$ cat config.mk
export PLATFORM = sky130hd
export DESIGN_NAME = sd_block_reader
export DESIGN_NICKNAME = d
export VERILOG_FILES = /design/src/rtl/sd_block_reader.sv
export SDC_FILE = /design/constraint.sdc
export NUM_CORES = 1
export LEC_CHECK = 0
export ABC_AREA = 1
export CAP_MARGIN = 20
export CORE_MARGIN = 2
export CORE_UTILIZATION = 40
export CTS_BUF_LIST = sky130_fd_sc_hd__clkbuf_8
export DETAILED_ROUTE_END_ITERATION = 12
export PLACE_DENSITY = 0.57
export SLEW_MARGIN = 0
export SYNTH_ARGS = -nofsm -noshare
export SYNTH_HDL_FRONTEND = slang
export SYNTH_SLANG_ARGS = --single-unit
$ cat constraint.sdc
create_clock -name control_clk_i -period 12.1 [get_ports control_clk_i]
set_input_delay 2.42 -clock control_clk_i [delete_from_list [all_inputs] [get_ports control_clk_i]]
set_output_delay 2.42 -clock control_clk_i [all_outputs]
set_load 0.02 [all_outputs]
$ cat src/rtl/sd_block_reader.sv
// sd_block_reader
//   Reads one 512-byte block from an SD card in SPI mode (CMD17) through an
//   external byte-wide SPI engine. Issues the command with its CRC7, polls
//   for R1 and the 0xFE start token, streams the data bytes out with their
//   index, checks the CRC16 trailer and releases chip select with one
//   trailing 0xFF byte.
//
// Ports
//   control_clk_i   : clock
//   control_rst_i   : asynchronous reset, active high
//   rd_req_i        : one-cycle read request (accepted only when idle)
//   rd_addr_i       : CMD17 argument (block address)
//   busy_o          : transaction in progress
//   done_o          : one-cycle completion pulse
//   err_o           : qualifies done_o; 1 = transaction failed
//   err_code_o      : failure cause, held until the next accepted request
//                     (1 R1 error, 2 R1 timeout, 3 token timeout,
//                      4 data error token, 5 CRC16 mismatch)
//   byte_o          : received data byte
//   byte_valid_o    : one-cycle strobe per data byte
//   byte_index_o    : 0..511 position of byte_o in the block
//   spi_cs_n_o      : card chip select, active low
//   spi_tx_byte_o   : byte for the SPI engine to shift out
//   spi_start_o     : one-cycle start pulse to the SPI engine
//   spi_done_i      : one-cycle exchange-complete pulse from the engine
//   spi_rx_byte_i   : received byte, valid with spi_done_i
module sd_block_reader #(
    parameter int unsigned R1_TIMEOUT    = 8,
    parameter int unsigned TOKEN_TIMEOUT = 1024
) (
    input  logic        control_clk_i,
    input  logic        control_rst_i,
    input  logic        rd_req_i,
    input  logic [31:0] rd_addr_i,
    output logic        busy_o,
    output logic        done_o,
    output logic        err_o,
    output logic [2:0]  err_code_o,
    output logic [7:0]  byte_o,
    output logic        byte_valid_o,
    output logic [8:0]  byte_index_o,
    output logic        spi_cs_n_o,
    output logic [7:0]  spi_tx_byte_o,
    output logic        spi_start_o,
    input  logic        spi_done_i,
    input  logic [7:0]  spi_rx_byte_i
);

    localparam logic [2:0] S_IDLE    = 3'd0;
    localparam logic [2:0] S_CMD     = 3'd1;
    localparam logic [2:0] S_R1WAIT  = 3'd2;
    localparam logic [2:0] S_TOKWAIT = 3'd3;
    localparam logic [2:0] S_DATA    = 3'd4;
    localparam logic [2:0] S_CRC16   = 3'd5;
    localparam logic [2:0] S_FINISH  = 3'd6;
    localparam logic [2:0] S_ERROR   = 3'd7;

    localparam logic [2:0] E_R1      = 3'd1;
    localparam logic [2:0] E_R1_TO   = 3'd2;
    localparam logic [2:0] E_TOK_TO  = 3'd3;
    localparam logic [2:0] E_TOK_ERR = 3'd4;
    localparam logic [2:0] E_CRC     = 3'd5;

    localparam logic [7:0]  R1_LAST  = 8'(R1_TIMEOUT - 1);
    localparam logic [15:0] TOK_LAST = 16'(TOKEN_TIMEOUT - 1);

    // CRC7 (x^7 + x^3 + 1), MSB first, one byte per call
    function automatic logic [6:0] crc7_byte(input logic [6:0] crc_in, input logic [7:0] data);
        logic [6:0] c;
        logic [7:0] d;
        logic       fb;
        c = crc_in;
        d = data;
        for (int unsigned i = 0; i < 8; i++) begin
            fb = c[6] ^ d[7];
            c  = {c[5:0], 1'b0} ^ (fb ? 7'h09 : 7'h00);
            d  = {d[6:0], 1'b0};
        end
        return c;
    endfunction

    // CRC16-CCITT (0x1021), MSB first, one byte per call
    function automatic logic [15:0] crc16_byte(input logic [15:0] crc_in, input logic [7:0] data);
        logic [15:0] c;
        logic [7:0]  d;
        logic        fb;
        c = crc_in;
        d = data;
        for (int unsigned i = 0; i < 8; i++) begin
            fb = c[15] ^ d[7];
            c  = {c[14:0], 1'b0} ^ (fb ? 16'h1021 : 16'h0000);
            d  = {d[6:0], 1'b0};
        end
        return c;
    endfunction

    logic [2:0]  state_q,    state_d;
    logic [31:0] addr_q,     addr_d;
    logic        busy_q,     busy_d;
    logic        done_q,     done_d;
    logic        err_q,      err_d;
    logic [2:0]  err_code_q, err_code_d;
    logic [7:0]  byte_q,     byte_d;
    logic        bvalid_q,   bvalid_d;
    logic [8:0]  idx_q,      idx_d;
    logic        cs_n_q,     cs_n_d;
    logic [7:0]  tx_q,       tx_d;
    logic        start_q,    start_d;
    logic        pend_q,     pend_d;
    logic [2:0]  cnt_q,      cnt_d;
    logic [7:0]  r1_cnt_q,   r1_cnt_d;
    logic [15:0] tok_cnt_q,  tok_cnt_d;
    logic [8:0]  dcnt_q,     dcnt_d;
    logic [6:0]  crc7_q,     crc7_d;
    logic [15:0] crc16_q,    crc16_d;
    logic [7:0]  crc_hi_q,   crc_hi_d;

    logic        xfer_done;
    logic        issue;
    logic [7:0]  issue_byte;
    logic        fail;
    logic [2:0]  fail_code;

    // A done pulse only counts while an exchange is outstanding; a pulse that
    // coincides with our own start pulse cannot belong to that exchange.
    assign xfer_done = pend_q && !start_q && spi_done_i;

    always_comb begin
        state_d    = state_q;
        addr_d     = addr_q;
        busy_d     = busy_q;
        done_d     = 1'b0;
        err_d      = 1'b0;
        err_code_d = err_code_q;
        byte_d     = byte_q;
        bvalid_d   = 1'b0;
        idx_d      = idx_q;
        cs_n_d     = cs_n_q;
        tx_d       = tx_q;
        start_d    = 1'b0;
        pend_d     = pend_q;
        cnt_d      = cnt_q;
        r1_cnt_d   = r1_cnt_q;
        tok_cnt_d  = tok_cnt_q;
        dcnt_d     = dcnt_q;
        crc7_d     = crc7_q;
        crc16_d    = crc16_q;
        crc_hi_d   = crc_hi_q;
        issue      = 1'b0;
        issue_byte = 8'hFF;
        fail       = 1'b0;
        fail_code  = '0;

        case (state_q)
            S_IDLE: begin
                if (rd_req_i) begin
                    state_d    = S_CMD;
                    addr_d     = rd_addr_i;
                    busy_d     = 1'b1;
                    err_code_d = '0;
                    cs_n_d     = 1'b0;
                    cnt_d      = '0;
                    crc7_d     = '0;
                end
            end
            S_CMD: begin
                // cnt_q counts command bytes already issued; the CRC7 is
                // folded in as each of the first five bytes goes out.
                if (!pend_q && cnt_q < 3'd6) begin
                    issue = 1'b1;
                    case (cnt_q)
                        3'd0:    issue_byte = 8'h51;
                        3'd1:    issue_byte = addr_q[31:24];
                        3'd2:    issue_byte = addr_q[23:16];
                        3'd3:    issue_byte = addr_q[15:8];
                        3'd4:    issue_byte = addr_q[7:0];
                        default: issue_byte = {crc7_q, 1'b1};
                    endcase
                    if (cnt_q != 3'd5) crc7_d = crc7_byte(crc7_q, issue_byte);
                    cnt_d = cnt_q + 3'd1;
                end
                if (xfer_done && cnt_q == 3'd6) begin
                    state_d  = S_R1WAIT;
                    r1_cnt_d = '0;
                end
            end
            S_R1WAIT: begin
                if (xfer_done) begin
                    if (!spi_rx_byte_i[7]) begin
                        if (spi_rx_byte_i == 8'h00) begin
                            state_d   = S_TOKWAIT;
                            tok_cnt_d = '0;
                        end else begin
                            fail      = 1'b1;
                            fail_code = E_R1;
                        end
                    end else if (r1_cnt_q == R1_LAST) begin
                        fail      = 1'b1;
                        fail_code = E_R1_TO;
                    end else begin
                        r1_cnt_d = r1_cnt_q + 8'd1;
                    end
                end
            end
            S_TOKWAIT: begin
                if (xfer_done) begin
                    if (spi_rx_byte_i == 8'hFE) begin
                        state_d = S_DATA;
                        dcnt_d  = '0;
                        crc16_d = '0;
                    end else if (spi_rx_byte_i[7:4] == 4'h0) begin
                        fail      = 1'b1;
                        fail_code = E_TOK_ERR;
                    end else if (tok_cnt_q == TOK_LAST) begin
                        fail      = 1'b1;
                        fail_code = E_TOK_TO;
                    end else begin
                        tok_cnt_d = tok_cnt_q + 16'd1;
                    end
                end
            end
            S_DATA: begin
                if (xfer_done) begin
                    byte_d   = spi_rx_byte_i;
                    idx_d    = dcnt_q;
                    bvalid_d = 1'b1;
                    crc16_d  = crc16_byte(crc16_q, spi_rx_byte_i);
                    if (dcnt_q == 9'd511) begin
                        state_d = S_CRC16;
                        cnt_d   = '0;
                    end else begin
                        dcnt_d = dcnt_q + 9'd1;
                    end
                end
            end
            S_CRC16: begin
                if (xfer_done) begin
                    if (cnt_q == 3'd0) begin
                        crc_hi_d = spi_rx_byte_i;
                        cnt_d    = 3'd1;
                    end else if ({crc_hi_q, spi_rx_byte_i} == crc16_q) begin
                        state_d = S_FINISH;
                        cs_n_d  = 1'b1;
                    end else begin
                        fail      = 1'b1;
                        fail_code = E_CRC;
                    end
                end
            end
            default: begin
                // FINISH / ERROR: chip select is already high; the trailer
                // byte is issued below, its completion ends the transaction.
                if (xfer_done) begin
                    state_d = S_IDLE;
                    busy_d  = 1'b0;
                    done_d  = 1'b1;
                    err_d   = (state_q == S_ERROR);
                end
            end
        endcase

        if (fail) begin
            state_d    = S_ERROR;
            err_code_d = fail_code;
            cs_n_d     = 1'b1;
        end

        // Every non-command, non-idle state keeps one 0xFF exchange in flight.
        if (state_q != S_IDLE && state_q != S_CMD && !pend_q) begin
            issue      = 1'b1;
            issue_byte = 8'hFF;
        end

        if (issue) begin
            start_d = 1'b1;
            pend_d  = 1'b1;
            tx_d    = issue_byte;
        end
        if (xfer_done) pend_d = 1'b0;
    end

    always_ff @(posedge control_clk_i or posedge control_rst_i) begin
        if (control_rst_i) begin
            state_q    <= S_IDLE;
            addr_q     <= '0;
            busy_q     <= 1'b0;
            done_q     <= 1'b0;
            err_q      <= 1'b0;
            err_code_q <= '0;
            byte_q     <= '0;
            bvalid_q   <= 1'b0;
            idx_q      <= '0;
            cs_n_q     <= 1'b1;
            tx_q       <= 8'hFF;
            start_q    <= 1'b0;
            pend_q     <= 1'b0;
            cnt_q      <= '0;
            r1_cnt_q   <= '0;
            tok_cnt_q  <= '0;
            dcnt_q     <= '0;
            crc7_q     <= '0;
            crc16_q    <= '0;
            crc_hi_q   <= '0;
        end else begin
            state_q    <= state_d;
            addr_q     <= addr_d;
            busy_q     <= busy_d;
            done_q     <= done_d;
            err_q      <= err_d;
            err_code_q <= err_code_d;
            byte_q     <= byte_d;
            bvalid_q   <= bvalid_d;
            idx_q      <= idx_d;
            cs_n_q     <= cs_n_d;
            tx_q       <= tx_d;
            start_q    <= start_d;
            pend_q     <= pend_d;
            cnt_q      <= cnt_d;
            r1_cnt_q   <= r1_cnt_d;
            tok_cnt_q  <= tok_cnt_d;
            dcnt_q     <= dcnt_d;
            crc7_q     <= crc7_d;
            crc16_q    <= crc16_d;
            crc_hi_q   <= crc_hi_d;
        end
    end

    assign busy_o        = busy_q;
    assign done_o        = done_q;
    assign err_o         = err_q;
    assign err_code_o    = err_code_q;
    assign byte_o        = byte_q;
    assign byte_valid_o  = bvalid_q;
    assign byte_index_o  = idx_q;
    assign spi_cs_n_o    = cs_n_q;
    assign spi_tx_byte_o = tx_q;
    assign spi_start_o   = start_q;

endmodule

# Word level (Yosys, flattened, before mapping)

Cells that the tools add are included.

Add/sub/neg operators: 4
$lt $le $gt $ge: 1
Equal/unequal tests: 49
Muxes and demuxes: 116
Bitwise logic cells: 33
Reductions and logical operators: 39

Operators by type and width:

| kind                  | number |
|---|---|
| $mux 16               | 10 |
| $xor 16x13->16        | 8 |
| $mux 13               | 8 |
| $mux 3                | 30 |
| $mux 8                | 9 |
| $pmux 16 s2           | 2 |
| $xor 7x4->7           | 8 |
| $pmux 8 s5            | 1 |
| $ne 3x3->1 const B    | 13 |
| $ne 2x2->1 const B    | 19 |
| $mux 9                | 4 |
| $mux 4                | 8 |
| $mux 1                | 30 |
| $mux 7                | 3 |
| $pmux 3 s6            | 1 |
| $pmux 9 s2            | 1 |
| $add 16x1->16 const B | 1 |
| $eq 16x10->1 const B  | 1 |
| $eq 16x16->1          | 1 |
| $pmux 8 s2            | 1 |
| $reduce_bool 2->1     | 8 |
| $xor 1x1->1           | 16 |
| $eq 3x3->1 const B    | 5 |
| $reduce_and 5->1      | 3 |
| 32 further kinds      | 51 |

Register bits: 137
Input bits: 44
Output and inout bits: 34

# Logic depth before layout (Yosys ltp)

Depth in word-level cells: 31
Gate-level depth with buffers: 17
Gate-level depth less buffers: 17

# Worst setup path after synthesis

No wires, ideal clock.

Path kind: input-to-reg
From: in spi_rx_byte_i[6]
To: reg tok_cnt_q[12]
Arrival time: 3.619 ns
Data required time: 11.973 ns
Slack: 8.353 ns
Stages on the path: 9
Cells stage by stage: inv_1 -> nand4_2 -> nor2_1 -> nor2_4 -> nor4_2 -> nand2_2 -> inv_2 -> buf_6 -> o21ai_0

Cells in the longest elaborated chain, start to end: 3
Elaborated cells between the ends (all ways): 7
Classes of those cells: eq/ne (4); reduce/logical (3)

Ends and longest elaborated chain:

| what                               | line | RTL |
|---|---|---|
| start, declared                    | 46   | `input logic [7:0] spi_rx_byte_i` |
| $eq 8x8->1 (tied with other cells) | 207  | `if (spi_rx_byte_i == 8'hFE) begin` |
| $ne 2x2->1 (no line)               | -    |  |
| $reduce_and 8->1 (no line) *       | -    |  |
| end signal, assigned               | 320  | `tok_cnt_q <= tok_cnt_d;` |
| end, declared                      | 112  | `logic [15:0] tok_cnt_q, tok_cnt_d;` |

Mark *: on every way between the ends. The rest lies on a longest branch, timed or not.
A chain may end at the register's enable or synchronous reset.

# Final worst setup path

From: in spi_done_i
To: reg crc16_q[5]

Cells in the longest elaborated chain, start to end: 3
Elaborated cells between the ends (all ways): 4
Classes of those cells: eq/ne (2); reduce/logical (2)

Ends and longest elaborated chain:

| what                         | line | RTL |
|---|---|---|
| start, declared              | 45   | `input logic spi_done_i,` |
| $logic_and 1x1->1 *          | 126  | `assign xfer_done = pend_q && !start_q && spi_done_i;` |
| $ne 2x2->1 (no line)         | -    |  |
| $reduce_and 4->1 (no line) * | -    |  |
| end signal, assigned         | 323  | `crc16_q <= crc16_d;` |
| end, declared                | 115  | `logic [15:0] crc16_q, crc16_d;` |

Marked as above.

==> impl_metrics.toml <==
[logic_synthesis]
synthCells = 956
synth_area_leader_cell = "dfrtp_1"
synth_area_sq_mm = 0.00735
ys_seq_area_share_pct = 46.8
synth.avg_cell_area_sq_um = 7.68
synthDominantCellAreaShare_pct = 43.6
ys_top_cells_by_area = "dfrtp_1 44%, nand2_1 15%, o21ai_0 6.3%, inv_1 5.9%, nor2_1 4.2%"
synth_edf_count = 0
yosys_most_used_dff = "dfrtp_1"
postSynth.asyncResetShare_pct = 100
syn-num-nets = 1012
ys_ff_latch = 137
synth.distinct_cells = 44
yosys_warnings = 0

[timing]
tightest_slew_ns = 0.756
skew_ns = 0.0135
setup_tns_ns = 0
setup_viol = 0
finalCriticalPeriod_ns = 4.33
relSlewSlack_pct = 49.6
timing.final.crit_share_pct = 35.7
final_max_slew_viol_count = 0
rsz0062_at_grt = "no"
fmax_ghz = 0.231
hold_viol_final = 0

[power_and_ir_drop]
ir_drop_mv = 0.0904
p_leak_nw = 4.17
powerDensity_mw_per_mm2 = 231

[worst_setup_path]
worstPathArrival_ns = 4.68
required_ns = 12.45
crit_chain = "clkdlybuf4s50_1 > nand2_1 > nor2_4 > inv_2 > nor2_2 > inv_2 > o32ai_1"
slowest_stage = "clkdlybuf4s50_1"
critPathMaxStageDelay_ns = 0.46
end_kind = "flip-flop"
path_class = "primary input to flip-flop"
path_common_cell = "inv_2"
path_max_fanout = 42
startpoint_type = "primary input"

[cts]
cts-root-buf = "clkbuf_8"
cts_buffer_depth = 2
numCtsBuffers = 17
cts_max_level = 4
postCtsHoldBufs = 0
cts_tree = "built"
worstSkewPairLatency_ns = 0.45
postCtsSetupRepairBufs = 0
clkSinkCount = 137
clk_pin_slew_worst_paths_ns = 0.08
cts_resized = 0

[floorplan]
die_w_um = 140
coreArea_sq_mm = 0.0180
row_count = 49
ios = 78
die_h_um = 140
die-area_sq_mm = 0.0195
start_util_pct = 40.9

[drt]
via_per_inst = 4.90
drt_iter0_drc = 317
drc = 0
vias = 6252
ant_nets = 0
wire_per_inst_um = 14.1
dr.pass1.iters = 4
routed_wl_um = 18000

[finish]
design_area_sq_mm = 0.00872
drive_gt1_share_pct = 6.77
final_common_cell = "nand2_1"
antenna_cells = 0
fin_nets = 1091
fillers = 1784
multiInputGateArea_sq_mm = 0.00333
final_cell_mix = "299 x nand2_1, 128 x dfrtp_1, 120 x inv_1"
regArea_sq_mm = 0.00344
syn2layout_area_growth_pct = 18.7

[grt]
grt_pass1_vias = 6072
grt_overflow = 0
grt_max_degree = 84
grt_pass1_wl_um = 30200
grt_usage_pct = 19.2
antenna_found_initial = 0

[job]
max_cap_violations = 0

[placed_design]
dp.final_hpwl_um = 13000
place.gp.congestion = 0.873
placed_area_sq_mm = 0.00832
port_buffers = 77

[status]
outcome = "finished, final reports clean"

[worst_hold_path]
hp-class = "flip-flop to flip-flop"
[area by class of cell]
class	instances	share of cell area, %
Sequential cell	137	39.5
Multi-Input combinational cell	673	38.2
Timing Repair Buffer	79	9.16
Inverter	127	5.55
Tap cell	229	3.29
Clock buffer	19	3.00
Clock inverter	13	1.31
[synth_stat cells, drive strengths merged, types with 2 or more instances]
cell type / instances
dfstp: 9
nand4: 13
xnor2: 13
clkbuf: 13
ha: 12
o211ai: 3
a31oi: 3
nor3: 13
o21ai: 99
a21oi: 9
nand3: 48
nor4: 4
xor2: 22
buf: 6
dfrtp: 128
nand2: 303
o31ai: 4
inv: 127
a41oi: 7
a211oi: 2
nor2: 92
o22ai: 20
[logic make-up after synthesis]
group / count (synthesis) / synth area share, %
AO/OA/AOI/OAI: 149 / 11.7
XOR/XNOR: 35 / 4.17
adder cells (fa/ha/maj): 12 / 2.04
buffers and inverters: 146 / 7.80
flip-flops: 137 / 46.8
AND/OR/NAND/NOR: 477 / 27.4
[report_power, final]
part | switching [mW] | leakage, nW | internal (mW)
clock network | 0.178 | 0.207 | 0.189
registers | 0.102 | 1.74 | 0.624
logic | 0.597 | 2.22 | 0.324
[metal layers]
metal	GRT usage [%]	share of wire, %	up-vias
li1	-	-	3227
met1	26.3	48	2879
met2	30.5	46	119
met3	3.72	3.7	27
met4	7.02	2.2	0
met5	0	0	-
[sequential cells by signal (all words and copies together) (netlist names), 7 cells and up]
signal / cells
dcnt_q: 9
byte_index_o: 9
byte_o: 8
crc_hi_q: 8
spi_tx_byte_o: 8
addr_q: 32
tok_cnt_q: 16
r1_cnt_q: 8
crc16_q: 16
crc7_q: 7
[stage by stage]
step           setup WS (ns)  hold slack, ns  power, mW  utilization (%)  cells
2_1_floorplan           6.03           0.442       1.38                -    956
3_3_place_gp            7.09           0.457       1.65             46.3   1244
3_5_place_dp            7.08           0.457       1.65             46.3   1244
4_1_cts                 7.56           0.471       2.03             48.4   1276
5_1_grt                 7.54           0.492       2.19             48.5   1277
6_report                7.77           0.469       2.01             48.5   1277
[final timing paths]
kind / slack [ns] / cells after the start / start / to
worst max-delay path: 7.77 / 7 / spi_done_i / crc16_q[5]
worst min-delay path: 0.47 / 2 / spi_cs_n_o / spi_cs_n_o
worst max register to register: 9.54 / 13 / cnt_q[1] / crc7_q[3]
worst min register to register: 0.47 / 2 / spi_cs_n_o / spi_cs_n_o
max in group asynchronous: 8.41 / 3 / control_rst_i / done_o
min in group asynchronous: 2.50 / 2 / control_rst_i / byte_index_o[4]
[worst max-delay path, delay by kind of cell]
kind / cells / cell delay (ns)
buffers and inverters: 3 / 1.06
AOI/OAI and AO/OA: 1 / 0.36
and+or+nand+nor: 3 / 0.82
Note: power is estimated with default switching activity, not from simulation.
